## src/rtl/hls_run_sequencer_if.sv

```systemverilog
// Host command/response bus for hls_run_sequencer: command handshake out, one-cycle response pulse back.
interface hls_run_sequencer_if #(
    parameter int ADDR_W = 7
);
    logic              cmd_valid;
    logic              cmd_ready;
    logic [1:0]        cmd_op;
    logic [ADDR_W-1:0] cmd_addr;
    logic [7:0]        cmd_wdata;
    logic              rsp_valid;
    logic [7:0]        rsp_data;
    logic [1:0]        rsp_status;

    modport master (
        output cmd_valid, cmd_op, cmd_addr, cmd_wdata,
        input  cmd_ready, rsp_valid, rsp_data, rsp_status
    );

    modport slave (
        input  cmd_valid, cmd_op, cmd_addr, cmd_wdata,
        output cmd_ready, rsp_valid, rsp_data, rsp_status
    );
endinterface

```

## src/rtl/hls_run_sequencer.sv

```systemverilog
// Host-driven sequencer for one Bambu HLS kernel: memory preload/readback, start/done cycle count.
// Optional watchdog enabled by defining HLS_RUN_TIMEOUT_EN.
module hls_run_sequencer #(
    parameter int ADDR_W         = 7,
    parameter int CYC_W          = 32,
    parameter int TIMEOUT_CYCLES = 200000000
) (
    input  logic                  clock,
    input  logic                  reset,
    hls_run_sequencer_if.slave    host,
    output logic [CYC_W-1:0]      run_cycles,
    output logic                  kern_reset_n,
    output logic                  start_port,
    input  logic                  done_port,
    output logic [1:0]            S_oe_ram,
    output logic [1:0]            S_we_ram,
    output logic [2*ADDR_W-1:0]   S_addr_ram,
    output logic [15:0]           S_Wdata_ram,
    output logic [7:0]            S_data_ram_size,
    input  logic [15:0]           Sout_Rdata_ram,
    input  logic [1:0]            Sout_DataRdy
);

    typedef enum logic [2:0] {
        KRST, IDLE, MEM_STB, MEM_WAIT, START, RUN, RESP
    } state_t;

    localparam logic [1:0] OP_WR  = 2'b00;
    localparam logic [1:0] OP_RD  = 2'b01;
    localparam logic [1:0] OP_RUN = 2'b10;

    localparam logic [1:0] ST_OK      = 2'b00;
    localparam logic [1:0] ST_DONE    = 2'b01;

    state_t            r_state;
    logic              r_krst_cnt;
    logic              r_kern_reset_n;
    logic              r_cmd_ready;
    logic              r_rsp_valid;
    logic [7:0]        r_rsp_data;
    logic [1:0]        r_rsp_status;
    logic [CYC_W-1:0]  r_run_cycles;
    logic [CYC_W-1:0]  r_cnt;
    logic              r_start;
    logic              r_oe;
    logic              r_we;
    logic              r_is_read;
    logic [ADDR_W-1:0] r_addr;
    logic [7:0]        r_wdata;
    logic [3:0]        r_size;
    logic              r_timeout;

    logic [CYC_W-1:0]  w_cnt_next;
    logic              w_hit_limit;
    logic              w_accept;

    // Counter saturates rather than wrapping so a hung kernel never reports a short run.
    assign w_cnt_next = (r_cnt == {CYC_W{1'b1}}) ? r_cnt : r_cnt + 1'b1;
    assign w_accept   = host.cmd_valid && r_cmd_ready;

`ifdef HLS_RUN_TIMEOUT_EN
    localparam logic [CYC_W-1:0] LP_LIMIT  = CYC_W'(TIMEOUT_CYCLES);
    localparam logic [1:0]       ST_TMO    = 2'b10;
    assign w_hit_limit = (r_cnt == LP_LIMIT);
    logic w_unused;
    assign w_unused = ^{Sout_Rdata_ram[15:8], Sout_DataRdy[1]};
`else
    assign w_hit_limit = 1'b0;
    logic w_unused;
    assign w_unused = ^{Sout_Rdata_ram[15:8], Sout_DataRdy[1], CYC_W'(TIMEOUT_CYCLES)};
`endif

    always_ff @(posedge clock or posedge reset) begin
        if (reset) begin
            r_state        <= KRST;
            r_krst_cnt     <= 1'b0;
            r_kern_reset_n <= 1'b0;
            r_cmd_ready    <= 1'b0;
            r_rsp_valid    <= 1'b0;
            r_rsp_data     <= 8'h00;
            r_rsp_status   <= 2'b00;
            r_run_cycles   <= '0;
            r_cnt          <= '0;
            r_start        <= 1'b0;
            r_oe           <= 1'b0;
            r_we           <= 1'b0;
            r_is_read      <= 1'b0;
            r_addr         <= '0;
            r_wdata        <= 8'h00;
            r_size         <= 4'h0;
            r_timeout      <= 1'b0;
        end else begin
            r_rsp_valid <= 1'b0;
            r_start     <= 1'b0;
            r_oe        <= 1'b0;
            r_we        <= 1'b0;
            case (r_state)
                KRST: begin
                    if (r_krst_cnt) begin
                        r_krst_cnt     <= 1'b0;
                        r_kern_reset_n <= 1'b1;
                        r_cmd_ready    <= 1'b1;
                        r_state        <= IDLE;
                    end else begin
                        r_krst_cnt <= 1'b1;
                    end
                end
                IDLE: begin
                    if (w_accept) begin
                        r_cmd_ready <= 1'b0;
                        case (host.cmd_op)
                            OP_WR, OP_RD: begin
                                r_we      <= (host.cmd_op == OP_WR);
                                r_oe      <= (host.cmd_op == OP_RD);
                                r_is_read <= (host.cmd_op == OP_RD);
                                r_addr    <= host.cmd_addr;
                                r_wdata   <= (host.cmd_op == OP_WR) ? host.cmd_wdata : 8'h00;
                                r_size    <= 4'd8;
                                r_state   <= MEM_STB;
                            end
                            OP_RUN: begin
                                r_start <= 1'b1;
                                r_cnt   <= {{(CYC_W-1){1'b0}}, 1'b1};
                                r_state <= START;
                            end
                            default: begin
                                r_rsp_valid  <= 1'b1;
                                r_rsp_data   <= 8'h00;
                                r_rsp_status <= ST_OK;
                                r_state      <= RESP;
                            end
                        endcase
                    end
                end
                MEM_STB, MEM_WAIT: begin
                    // DataRdy in the strobe cycle itself is honoured, giving 2-cycle minimum latency.
                    if (Sout_DataRdy[0]) begin
                        r_rsp_valid  <= 1'b1;
                        r_rsp_data   <= r_is_read ? Sout_Rdata_ram[7:0] : 8'h00;
                        r_rsp_status <= ST_OK;
                        r_state      <= RESP;
                    end else begin
                        r_state <= MEM_WAIT;
                    end
                end
                START, RUN: begin
                    if (done_port) begin
                        r_run_cycles <= r_cnt;
                        r_rsp_valid  <= 1'b1;
                        r_rsp_data   <= 8'h00;
                        r_rsp_status <= ST_DONE;
                        r_state      <= RESP;
                    end else if (w_hit_limit) begin
`ifdef HLS_RUN_TIMEOUT_EN
                        r_run_cycles <= LP_LIMIT;
                        r_rsp_status <= ST_TMO;
`endif
                        r_rsp_valid  <= 1'b1;
                        r_rsp_data   <= 8'h00;
                        r_timeout    <= 1'b1;
                        r_state      <= RESP;
                    end else begin
                        r_cnt   <= w_cnt_next;
                        r_state <= RUN;
                    end
                end
                RESP: begin
                    r_addr  <= '0;
                    r_wdata <= 8'h00;
                    r_size  <= 4'h0;
                    // A timed-out kernel is presumed hung, so it gets a fresh reset pulse.
                    if (r_timeout) begin
                        r_timeout      <= 1'b0;
                        r_kern_reset_n <= 1'b0;
                        r_krst_cnt     <= 1'b0;
                        r_state        <= KRST;
                    end else begin
                        r_cmd_ready <= 1'b1;
                        r_state     <= IDLE;
                    end
                end
                default: begin
                    r_kern_reset_n <= 1'b0;
                    r_krst_cnt     <= 1'b0;
                    r_cmd_ready    <= 1'b0;
                    r_state        <= KRST;
                end
            endcase
        end
    end

    assign host.cmd_ready  = r_cmd_ready;
    assign host.rsp_valid  = r_rsp_valid;
    assign host.rsp_data   = r_rsp_data;
    assign host.rsp_status = r_rsp_status;

    assign run_cycles      = r_run_cycles;
    assign kern_reset_n    = r_kern_reset_n;
    assign start_port      = r_start;
    assign S_oe_ram        = {1'b0, r_oe};
    assign S_we_ram        = {1'b0, r_we};
    assign S_addr_ram      = {{ADDR_W{1'b0}}, r_addr};
    assign S_Wdata_ram     = {8'h00, r_wdata};
    assign S_data_ram_size = {4'h0, r_size};

endmodule

```

## src/flat_wrapper.sv

```systemverilog
// flat-port wrapper written by rule: the top's interface ports become plain ports
module hls_run_sequencer_flat 
#(
    parameter int ADDR_W         = 7,
    parameter int CYC_W          = 32,
    parameter int TIMEOUT_CYCLES = 200000000
)
  (clock, reset, run_cycles, kern_reset_n, start_port, done_port, S_oe_ram, S_we_ram, S_addr_ram, S_Wdata_ram, S_data_ram_size, Sout_Rdata_ram, Sout_DataRdy, host_cmd_valid, host_cmd_op, host_cmd_addr, host_cmd_wdata, host_cmd_ready, host_rsp_valid, host_rsp_data, host_rsp_status);
  hls_run_sequencer_if #(.ADDR_W(ADDR_W)) host_i ();
  input  logic clock;
  input  logic reset;
  output logic [CYC_W-1:0] run_cycles;
  output logic kern_reset_n;
  output logic start_port;
  input  logic done_port;
  output logic [1:0] S_oe_ram;
  output logic [1:0] S_we_ram;
  output logic [2*ADDR_W-1:0] S_addr_ram;
  output logic [15:0] S_Wdata_ram;
  output logic [7:0] S_data_ram_size;
  input  logic [15:0] Sout_Rdata_ram;
  input  logic [1:0] Sout_DataRdy;
  input wire logic [$bits(host_i.cmd_valid)-1:0] host_cmd_valid;
  input wire logic [$bits(host_i.cmd_op)-1:0] host_cmd_op;
  input wire logic [$bits(host_i.cmd_addr)-1:0] host_cmd_addr;
  input wire logic [$bits(host_i.cmd_wdata)-1:0] host_cmd_wdata;
  output wire logic [$bits(host_i.cmd_ready)-1:0] host_cmd_ready;
  output wire logic [$bits(host_i.rsp_valid)-1:0] host_rsp_valid;
  output wire logic [$bits(host_i.rsp_data)-1:0] host_rsp_data;
  output wire logic [$bits(host_i.rsp_status)-1:0] host_rsp_status;
  assign host_i.cmd_valid = host_cmd_valid;
  assign host_i.cmd_op = host_cmd_op;
  assign host_i.cmd_addr = host_cmd_addr;
  assign host_i.cmd_wdata = host_cmd_wdata;
  assign host_cmd_ready = host_i.cmd_ready;
  assign host_rsp_valid = host_i.rsp_valid;
  assign host_rsp_data = host_i.rsp_data;
  assign host_rsp_status = host_i.rsp_status;
  hls_run_sequencer #(.ADDR_W(ADDR_W), .CYC_W(CYC_W), .TIMEOUT_CYCLES(TIMEOUT_CYCLES)) u_core (.clock(clock), .reset(reset), .host(host_i), .run_cycles(run_cycles), .kern_reset_n(kern_reset_n), .start_port(start_port), .done_port(done_port), .S_oe_ram(S_oe_ram), .S_we_ram(S_we_ram), .S_addr_ram(S_addr_ram), .S_Wdata_ram(S_Wdata_ram), .S_data_ram_size(S_data_ram_size), .Sout_Rdata_ram(Sout_Rdata_ram), .Sout_DataRdy(Sout_DataRdy));
endmodule
```

## config.mk

```make
export PLATFORM = sky130hd
export DESIGN_NAME = hls_run_sequencer_flat
export DESIGN_NICKNAME = d
export VERILOG_FILES = /design/src/rtl/hls_run_sequencer_if.sv /design/src/rtl/hls_run_sequencer.sv /design/src/flat_wrapper.sv
export SDC_FILE = /design/constraint.sdc
export NUM_CORES = 1
export LEC_CHECK = 0
export ABC_AREA = 1
export CORE_ASPECT_RATIO = 0.6
export CORE_UTILIZATION = 50
export CTS_BUF_LIST = sky130_fd_sc_hd__clkbuf_16
export CTS_CLUSTER_SIZE = 40
export DETAILED_ROUTE_END_ITERATION = 16
export HOLD_SLACK_MARGIN = 0.1
export PLACE_DENSITY = 0.83
export SLEW_MARGIN = 20
export SYNTH_ARGS = -nofsm -noshare
export SYNTH_HDL_FRONTEND = slang
export SYNTH_SLANG_ARGS = --single-unit
```

## constraint.sdc

```tcl
create_clock -name clock -period 7.45 [get_ports clock]
set_input_delay 1.49 -clock clock [delete_from_list [all_inputs] [get_ports clock]]
set_output_delay 1.49 -clock clock [all_outputs]
set_load 0.005 [all_outputs]
```

==> out/qor.yml, run 1 <==
sta:
  finalCriticalPeriod_ps: 3570
  final.setup.tns_ps: 0
  timing.slew.headroom_pct: 35.4
  tightest_slew_ps: 965
  finClkSkew_ps: 5.34
  rsz0062_at_grt: "no"
  final_hold_viol_count: 0
  period_share_pct: 48.0
  max_freq_mhz: 280
  final-setup-viol-count: 0
  drv_slew: 0
floorplan:
  boundaryPins: 127
  floorplan.core_area_sq_um: 9880
  die_area_sq_um: 10600
  die_h_microns: 80.2
  floorplan.initialDensity_pct: 51.5
  row_count: 28
  die_w_microns: 132
final_layout:
  fillers: 832
  register_area_sq_um: 2500
  multi_input_area_sq_um: 2210
  layout.nets: 735
  post-route-cell-area_sq_um: 6330
  syn2layout_area_growth_pct: 24.2
  drive_gt1_share_pct: 10.3
  diodes: 0
grt:
  grt_max_degree: 86
  grt_pass1_vias: 4032
  grt_pass1_wl_microns: 19900
  grt_usage_pct: 24.3
  antenna_found_initial: 0
  overflow: 0
setup_path:
  worstPathRequired_ps: 7700
  worstSetupStartpointType: "primary input"
  cp.arrival_ps: 3830
  cp-end-kind: "flip-flop"
  cp_max_fo: 55
  path_class: "primary input to flip-flop"
clock_tree:
  cts_inserted_buffers: 9
  root_buffer: "clkbuf_16"
  cts_resized: 0
  hold_buffers: 0
  htree_num_levels: 3
  clk_latency_ps: 350
  clk_path_buf_depth: 2
  post_cts_buffers: 0
  path_clk_slew_ps: 70
  cts_tree: "done"
  cts.sinks: 100
place:
  port_buffers: 92
  hpwlAfterDp_microns: 8570
  gp_congestion: 0.964
  placed_cell_area_sq_um: 5980
synth:
  synthTopCellsByArea: "dfrtp_1 49%, nand2_1 14%, o21ai_0 5.1%"
  yosys-top-cells-count: "195 x nand2_1, 100 x dfrtp_1, 57 x nor2_1, 52 x o21ai_0, 42 x inv_1"
  netlist.area_leader.share_pct: 49.1
  avgSynthCellArea_sq_um: 8.38
  ys.warnings.count: 0
  syn_area_sq_um: 5090
  ys_seq_area_share_pct: 49.1
  synth_cell_types: 33
  synth_edf_count: 0
  synthArstFlopShare_pct: 100
  ys_ff_latch: 100
  synth.largest_area_cell: "dfrtp_1"
  syn_inst: 608
  synth.most_common_cell: "nand2_1"
  ys.flop_type: "dfrtp_1"
detailed_routing:
  drt_iter0_markers: 315
  wire_per_inst_microns: 14.3
  postRouteWirelength_microns: 11900
  avgViaCountPerCell: 5.08
  drc_errors: 0
  vias: 4244
  firstDrtPassIters: 5
  ant_nets: 0
pwr:
  p_seq_share_pct: 48.9
  clockPowerShare_pct: 47.9
  internal-power_uw: 885
  leakage_uw: 0.00274
  netSwitchingFraction_pct: 20.2
  combPwrFrac_pct: 3.1
  p_sw_uw: 224
  peakVddDrop_v: 0.000138
  cellPowerDensity_nw_per_um2: 175
min_path:
  hold_path_class: "flip-flop to flip-flop"
job:
  cap_violations: 0
run_status:
  status: "complete, no violations"
[cell type report]
class                      count  area share, %
sequential                   100           39.6
multi-input combinational    446           35.0
timing repair buffer          93           14.7
clock buffer                   9           3.56
inverter                      45           2.71
tap                          135           2.67
clock inverter                 7           1.80
[metrics by stage]
step | power, uW | std cells | utilization [%] | setup WS, ps | hold WS, ps
2_1_floorplan | 577 | 632 | - | 3340 | 465
3_3_place_gp | 587 | 819 | 60.6 | 3610 | 462
3_5_place_dp | 588 | 819 | 60.6 | 3530 | 474
4_1_cts | 1120 | 835 | 64.0 | 3860 | 490
5_1_grt | 1140 | 835 | 64.0 | 3610 | 518
6_report | 1110 | 835 | 64.0 | 3880 | 486
[placed cells by master, fill, tap and decap left out, drive strengths merged, types with 2 or more instances in the layout]
cell	Yosys	final
nand2	203	203
dfrtp	100	100
clkdlybuf4s50	0	92
o21ai	83	83
nor2	65	65
inv	45	47
nand3	28	28
conb	1	25
xor2	17	17
mux2	11	11
clkbuf	6	9
a21oi	3	3
bufinv	0	3
nor3	2	2
[per-layer routing]
metal	vias to the layer above	track usage, %	wire length [microns]
met5	-	0	0
met4	0	6.90	159
met3	15	6.25	822
met2	168	36.3	5100
met1	2006	34.8	5850
li1	2055	-	-
[state kept, by name, indices dropped and copies added (netlist names)]
| signal | cells |
|---|---|
| u_core.r_cnt | 32 |
| u_core.run_cycles | 32 |
| u_core.host.rsp_data | 8 |
| u_core.r_wdata | 8 |
| u_core.r_addr | 7 |
| u_core.r_state | 3 |
| u_core.host.cmd_ready | 1 |
| u_core.host.rsp_status | 1 |
| u_core.host.rsp_valid | 1 |
| u_core.kern_reset_n | 1 |
| u_core.r_is_read | 1 |
| u_core.r_krst_cnt | 1 |
| u_core.r_oe | 1 |
| u_core.r_size | 1 |
| u_core.r_we | 1 |
| u_core.start_port | 1 |
[worst max-delay path, cell delays in order]
cell and delay, ps:
clkdlybuf4s50_1 440, nand2_2 720, nand2_1 260, nor2_4 240
nand3_4 370, o21ai_0 300
[logic make-up after synthesis]
kind of cell | Yosys count | synth area share, %
adder cells (fa/ha/maj) | 1 | 0.246
multiplexers | 11 | 2.43
XOR/XNOR | 18 | 3.10
AND/OR/NAND/NOR | 301 | 25.3
AO/OA/AOI/OAI | 90 | 10.6
other | 1 | 0.0736
buffers and inverters | 86 | 9.19
flip-flops | 100 | 49.1
[power by group through the flow]
stage / logic [uW] / clock network, uW / registers (uW)
finish: 34.6 / 531 / 543
CTS: 34.8 / 538 / 543
detailed placement: 34.6 / 0 / 553
global placement: 33.8 / 0 / 553
floorplan: 23.5 / 0 / 553
global route: 39.3 / 559 / 542
[worst paths after layout]
path / slack [ps] / from / depth (start not counted) / endpoint
min in group asynchronous: 1410 / reset / 2 / u_core.run_cycles[24]$_DFFE_PP0P_
worst min register to register: 490 / u_core.host.rsp_data[0]$_DFFE_PP0P_ / 2 / u_core.host.rsp_data[0]$_DFFE_PP0P_
worst min-delay path: 490 / u_core.host.rsp_data[0]$_DFFE_PP0P_ / 2 / u_core.host.rsp_data[0]$_DFFE_PP0P_
worst max-delay path: 3880 / done_port / 6 / u_core.r_cnt[21]$_DFFE_PP0P_
worst max register to register: 4860 / u_core.r_state[2]$_DFFE_PP0P_ / 7 / u_core.r_cnt[21]$_DFFE_PP0P_
max in group asynchronous: 5000 / reset / 3 / u_core.run_cycles[22]$_DFFE_PP0P_
Note: power is estimated with default switching activity, not from simulation.
==> run 2, diff against run 1 <==
==> constraint.sdc (replaced) <==
create_clock -name clock -period 3.4 [get_ports clock]
set_input_delay 0.68 -clock clock [delete_from_list [all_inputs] [get_ports clock]]
set_output_delay 0.68 -clock clock [all_outputs]
set_load 0.005 [all_outputs]
==> run 2 against run 1 <==
First-iteration DRC count is 12% higher. Utilization is 0.22 points lower. Hold slack hardly changed. Clock skew is 2.1 ps lower. Flip-flop and latch count stayed put. Die area stayed put. Non-clock buffer count is 2 higher. Sequential share of layout area is 0.13 points higher. Highest routed layer unchanged.
==> out/qor.yml, run 2 (synthesis results as in run 1) <==
run_status:
  status: "complete, no violations"
pwr:
  p_seq_share_pct: 51.1  # +2.2 points
  clockPowerShare_pct: 45.7  # -2.2 points
  internal-power_uw: 1860  # +110%
  peakVddDrop_v: 0.000241  # +75%
  cellPowerDensity_nw_per_um2: 369  # +110%
  leakage_uw: 0.00274  # -0.17%
  power_uw: 2330  # +110%
  netSwitchingFraction_pct: 20.3  # +0.039 points
  combPwrFrac_pct: 3.3  # +0.2 points
  p_sw_uw: 472  # +110%
min_path:
  hold_path_class: "flip-flop to flip-flop"
floorplan:
  boundaryPins: 127  # unchanged
  floorplan.core_area_sq_um: 9880  # unchanged
  row_count: 28  # unchanged
  die_h_microns: 80.2  # unchanged
  die_w_microns: 132  # unchanged
  floorplan.initialDensity_pct: 51.5  # unchanged
  die_area_sq_um: 10600  # unchanged
sta:
  max_freq_mhz: 447
  rsz0062_at_grt: "no"
  finClkSkew_ps: 3.27  # -2.07 ps
  setup_ws_ps: 1160  # -2710 ps
  timing.slew.headroom_pct: 54.0  # +19 points
  period_share_pct: 65.8
  drv_slew: 0  # unchanged
  final-setup-viol-count: 0  # unchanged
  tightest_slew_ps: 689  # -276 ps
  final.setup.tns_ps: 0  # unchanged
  final_hold_viol_count: 0  # unchanged
  finalCriticalPeriod_ps: 2240
place:
  place_ws_ps: 824  # -2710 ps
  hpwlAfterDp_microns: 8710  # +1.6%
  port_buffers: 92  # unchanged
  placed_cell_area_sq_um: 6000  # +0.25%
  gp_congestion: 0.929  # -3.6%
detailed_routing:
  vias: 4255  # +0.26%
  postRouteWirelength_microns: 12000  # +0.28%
  drt_iter0_markers: 354  # +12%
  ant_nets: 0  # unchanged
  top_layer: "met4"
  route.met2.wl_microns: 5070  # -0.76%
  wire_per_inst_microns: 14.3  # +0.16%
  wl_met1_microns: 5890  # +0.75%
  met3_length_microns: 869  # +5.7%
  drc_errors: 0  # unchanged
  avgViaCountPerCell: 5.09  # +0.14%
  firstDrtPassIters: 8  # +3
final_layout:
  layout.nets: 737  # +0.27%
  fillers: 834  # +0.24%
  post-route-cell-area_sq_um: 6300  # -0.34%
  final_cell_mix: "195 x nand2_1, 100 x dfrtp_1, 92 x clkdlybuf4s50_1, 57 x nor2_1, 52 x o21ai_0"
  final_common_cell: "nand2_1"
  fin_util_pct: 63.8  # -0.22 points
  diodes: 0  # unchanged
  syn2layout_area_growth_pct: 23.8
  drive_gt1_share_pct: 10.6  # +0.27 points
setup_path:
  path_class: "primary input to flip-flop"
  cp_cell_sequence: "clkdlybuf4s50_1, nand2_1, inv_1, nor2_4, inv_1, nand2_2, nor2_4, nand2_4, nor2_4, nand2_1, nand2_1"
  worstPathRequired_ps: 3630  # -4070 ps
  worstSetupStartpointType: "primary input"
  cp_max_fo: 34  # -38%
  cp.arrival_ps: 2470  # -1360 ps
  cp-end-kind: "flip-flop"
  slowest_stage: "clkdlybuf4s50_1"
  crit_family: "simple AND/OR/NAND/NOR gates"
  critPathBufInv: 3  # +2
  cpPeakStageDelay_ps: 390  # -330 ps
clock_tree:
  clk_latency_ps: 340  # about the same
  path_clk_slew_ps: 60  # about the same
  cts_tree: "done"
  cts_resized: 0  # unchanged
  cts.sinks: 100  # unchanged
  root_buffer: "clkbuf_16"
  post_cts_buffers: 0  # unchanged
  clk_path_buf_depth: 2  # unchanged
  htree_num_levels: 3  # unchanged
  hold_buffers: 0  # unchanged
  cts_inserted_buffers: 9  # unchanged
grt:
  grt_max_degree: 56  # -35%
  grt_pass1_vias: 3974  # -1.4%
  antenna_found_initial: 0  # unchanged
  grt_usage_pct: 24.1  # -0.25 points
  grt_pass1_wl_microns: 19900  # about the same
  overflow: 0  # unchanged
job:
  cap_violations: 0  # unchanged
-- run 2: cell count changes in the layout (fill, tap and decap cells not counted) --
cell	previous run	this run
bufinv_16	3	2
buf_6	1	0
clkinv_1	1	0
buf_4	0	3
inv_6	1	0
clkinv_2	0	2
-- run 2: per-layer routing --
metal,vias up,GRT usage (%)
met5,-,0
met4,0,6.55
li1,2058,-
met1,2008,35.6
met3,19,5.24
met2,170,35.4
-- run 2: power by group through the flow --
stage / registers [uW] / clock network, uW / logic [uW]
global route: 1190 / 1120 / 86.3
detailed placement: 1210 / 0 / 76.9
floorplan: 1210 / 0 / 51.4
finish: 1190 / 1060 / 76.1
global placement: 1210 / 0 / 75.1
CTS: 1190 / 1080 / 77.2
-- run 2: final timing paths --
kind                       slack (ps)                                 to                               from  cells past startpoint
setup reg to reg                 1230        u_core.r_cnt[4]$_DFFE_PP0P_        u_core.r_cnt[0]$_DFFE_PP0P_                     10
min in group asynchronous         790    u_core.kern_reset_n$_DFFE_PP0P_                              reset                      2
max in group asynchronous        1820       u_core.r_cnt[12]$_DFFE_PP0P_                              reset                      3
hold reg to reg                   490  u_core.run_cycles[16]$_DFFE_PP0P_  u_core.run_cycles[16]$_DFFE_PP0P_                      2
hold / removal                    490  u_core.run_cycles[16]$_DFFE_PP0P_  u_core.run_cycles[16]$_DFFE_PP0P_                      2
setup / recovery                 1160        u_core.r_cnt[4]$_DFFE_PP0P_                     host_cmd_valid                     11
-- run 2: metrics by stage --
step                      hold WS (ps)  std cells
final                              486        836
after global routing               513        836
after CTS                          492        836
after detailed placement           477        821
after global placement             462        821
after floorplan                    465        632
-- run 2: layout make-up --
| cell class | instances | area, sq um | share of cell area (%) |
|---|---|---|---|
| clock buffer | 9 | 225 | 3.57 |
| timing repair buffer | 95 | 943 | 15.0 |
| multi-input combinational | 446 | 2210 | 35.1 |
| tap | 135 | 169 | 2.68 |
| inverter | 45 | 171 | 2.72 |
| clock inverter | 6 | 81.3 | 1.29 |
| sequential | 100 | 2500 | 39.7 |
-- run 2: tightest hold or removal path: stages (launching register included) --
cell,delay [ps]
dfrtp_1,350
nand2_1,50
o21ai_0,50
==> run 3, diff against run 2 <==
--- a/config.mk
+++ b/config.mk
@@ -7,12 +7,12 @@
 export LEC_CHECK = 0
 export ABC_AREA = 1
 export CORE_ASPECT_RATIO = 0.6
-export CORE_UTILIZATION = 50
+export CORE_UTILIZATION = 45
 export CTS_BUF_LIST = sky130_fd_sc_hd__clkbuf_16
 export CTS_CLUSTER_SIZE = 40
 export DETAILED_ROUTE_END_ITERATION = 16
 export HOLD_SLACK_MARGIN = 0.1
-export PLACE_DENSITY = 0.83
+export PLACE_DENSITY = 0.79
 export SLEW_MARGIN = 20
 export SYNTH_ARGS = -nofsm -noshare
 export SYNTH_HDL_FRONTEND = slang
==> constraint.sdc (replaced) <==
create_clock -name clock -period 2 [get_ports clock]
set_input_delay 0.4 -clock clock [delete_from_list [all_inputs] [get_ports clock]]
set_output_delay 0.4 -clock clock [all_outputs]
set_load 0.005 [all_outputs]
==> run 3 against run 2 <==
Via count fell by 0.59%. Die area rose by 11%. Power rose by 62%. Hold slack got worse by 140 ps. Clock power rose by 51%. Flip-flop and latch count did not move. Worst setup slack got worse by 970 ps. Non-clock buffer count rose by 16. Global-route usage fell by 1.6 points. Largest cell class unchanged. Cell area rose by 2.4%.
==> out/qor.yml, run 3 (synthesis results as in run 1) <==
setup_path:
  cp-end-kind: "flip-flop"
  worstSetupStartpointType: "flip-flop"
  critPathLaunch: "u_core.r_cnt[1]$_DFFE_PP0P_"
  cp.arrival_ps: 2030  # -440 ps
  cp_max_fo: 17  # -50%
  r2r_start: "u_core.r_cnt[1]$_DFFE_PP0P_"
  path_class: "flip-flop to flip-flop"
  endpoint: "u_core.r_cnt[10]$_DFFE_PP0P_"
  r2r_slack_ps: 200  # -1030 ps
  rr_endpoint: "u_core.r_cnt[10]$_DFFE_PP0P_"
  r2r_cells: 9  # -1
  worstPathRequired_ps: 2230  # -1400 ps
detailed_routing:
  ant_nets: 0  # unchanged
  vias: 4230  # -0.59%
  drc_errors: 0  # unchanged
  postRouteWirelength_microns: 12400  # +3.9%
  firstDrtPassIters: 5  # -3
  wire_per_inst_microns: 14.5  # +1.4%
  drt_iter0_markers: 298  # -16%
  avgViaCountPerCell: 4.94  # -3.0%
place:
  hpwlAfterDp_microns: 9420  # +8.1%
  port_buffers: 92  # unchanged
  placed_cell_area_sq_um: 6190  # +3.1%
  gp_congestion: 0.938  # +0.95%
floorplan:
  row_count: 29  # +3.6%
  die_area_sq_um: 11800  # +11%
  floorplan.core_area_sq_um: 10800  # +9.1%
  boundaryPins: 127  # unchanged
  die_w_microns: 139  # +5.3%
  die_h_microns: 84.4  # +5.3%
  floorplan.initialDensity_pct: 47.3  # -4.3 points
sta:
  drv_slew: 0  # unchanged
  max_freq_mhz: 555
  timing.slew.headroom_pct: 64.8  # +11 points
  tightest_slew_ps: 526  # -164 ps
  final_hold_viol_count: 0  # unchanged
  period_share_pct: 90.1
  hold_ws_ps: 345  # -141 ps
  rsz0062_at_grt: "no"
  final-setup-viol-count: 0  # unchanged
  finalCriticalPeriod_ps: 1800
  finClkSkew_ps: 5.90  # +2.62 ps
clock_tree:
  cts_resized: 0  # unchanged
  clk_path_buf_depth: 2  # unchanged
  cts_tree: "done"
  hold_buffers: 0  # unchanged
  root_buffer: "clkbuf_16"
  post_cts_buffers: 0  # unchanged
  htree_num_levels: 3  # unchanged
  clk_latency_ps: 350  # about the same
  cts.sinks: 100  # unchanged
  path_clk_slew_ps: 70  # about the same
  cts_inserted_buffers: 9  # unchanged
final_layout:
  drive_gt1_share_pct: 12.5  # +2.0 points
  final_cell_mix: "195 x nand2_1, 100 x dfrtp_1, 92 x clkdlybuf4s50_1, 57 x nor2_1, 52 x o21ai_0"
  post-route-cell-area_sq_um: 6460  # +2.4%
  layout.nets: 753  # +2.2%
  fin_util_pct: 59.9  # -3.9 points
  diodes: 0  # unchanged
  final_common_cell: "nand2_1"
  syn2layout_area_growth_pct: 26.8
pwr:
  leakage_uw: 0.00282  # +3.1%
  peakVddDrop_v: 0.000380  # +58%
  cellPowerDensity_nw_per_um2: 583  # +58%
grt:
  grt_usage_pct: 22.4  # -1.6 points
  antenna_found_initial: 0  # unchanged
  overflow: 0  # unchanged
  grt_pass1_wl_microns: 20600  # +3.4%
  grt_pass1_vias: 4089  # +2.9%
  grt_max_degree: 58  # +3.6%
min_path:
  hold_path_class: "primary input to asynchronous set/reset pin"
run_status:
  status: "complete, no violations"
job:
  cap_violations: 0  # unchanged
run 3: cell count changes in the layout (fill, tap and decap cells not counted), sizes merged:
cell,before,now
buf,3,19
clkinvlp,1,3
inv,46,47
bufinv,2,0
run 3: area by class of cell:
cell class | instances | area [sq um]
Tap cell | 139 | 174
Clock inverter | 7 | 45.0
Sequential cell | 100 | 2500
Fill cell | 926 | 4320
Clock buffer | 9 | 225
Multi-Input combinational cell | 446 | 2210
Inverter | 45 | 173
Timing Repair Buffer | 111 | 1130
run 3: how the worst min path moves through the flow:
| stage | start | end | slack [ps] |
|---|---|---|---|
| floorplan | u_core.host.rsp_status[0]$_DFFE_PP0P_ | u_core.host.rsp_status[0]$_DFFE_PP0P_ | 470 |
| global placement | u_core.host.rsp_status[0]$_DFFE_PP0P_ | u_core.host.rsp_status[0]$_DFFE_PP0P_ | 460 |
| detailed placement | u_core.host.rsp_status[0]$_DFFE_PP0P_ | u_core.host.rsp_status[0]$_DFFE_PP0P_ | 470 |
| CTS | reset | u_core.r_addr[2]$_DFFE_PP0P_ | 340 |
| global route | reset | u_core.r_addr[5]$_DFFE_PP0P_ | 350 |
| finish | reset | u_core.r_addr[6]$_DFFE_PP0P_ | 350 |
run 3: metal layers:
metal | vias up | GRT usage [%] | part of all wire (%)
met5 | - | 0 | 0
met4 | 0 | 5.56 | 0.89
met3 | 12 | 4.96 | 6.3
met2 | 139 | 32.8 | 42
met1 | 2000 | 33.6 | 51
li1 | 2079 | - | -
run 3: where the power goes:
part           switching, uW  total (uW)  internal [uW]  leakage, uW
clock                    765        1600            839     0.000134
combinational           76.0         141           65.2      0.00130
sequential                 0        2020           2020      0.00139
total                    841        3770           2930      0.00282
run 3: critical path, cell delays in order, from the launching register on:
cell     delay [ps]
dfrtp_1         430
ha_1            210
inv_1            60
nor2_2          140
nand2_2         120
nor2_4          180
nand3_4         120
nand3_4         150
buf_12          200
o21ai_2          70
run 3: through the flow:
stage               power [uW]  setup WS [ps]  setup TNS, ps  instances
global route              3900           38.9              0        857
global placement          2200           21.1              0        841
finish                    3770            198              0        857
floorplan                 2150            363              0        632
CTS                       3820            186              0        857
detailed placement        2200          -12.2          -18.4        841
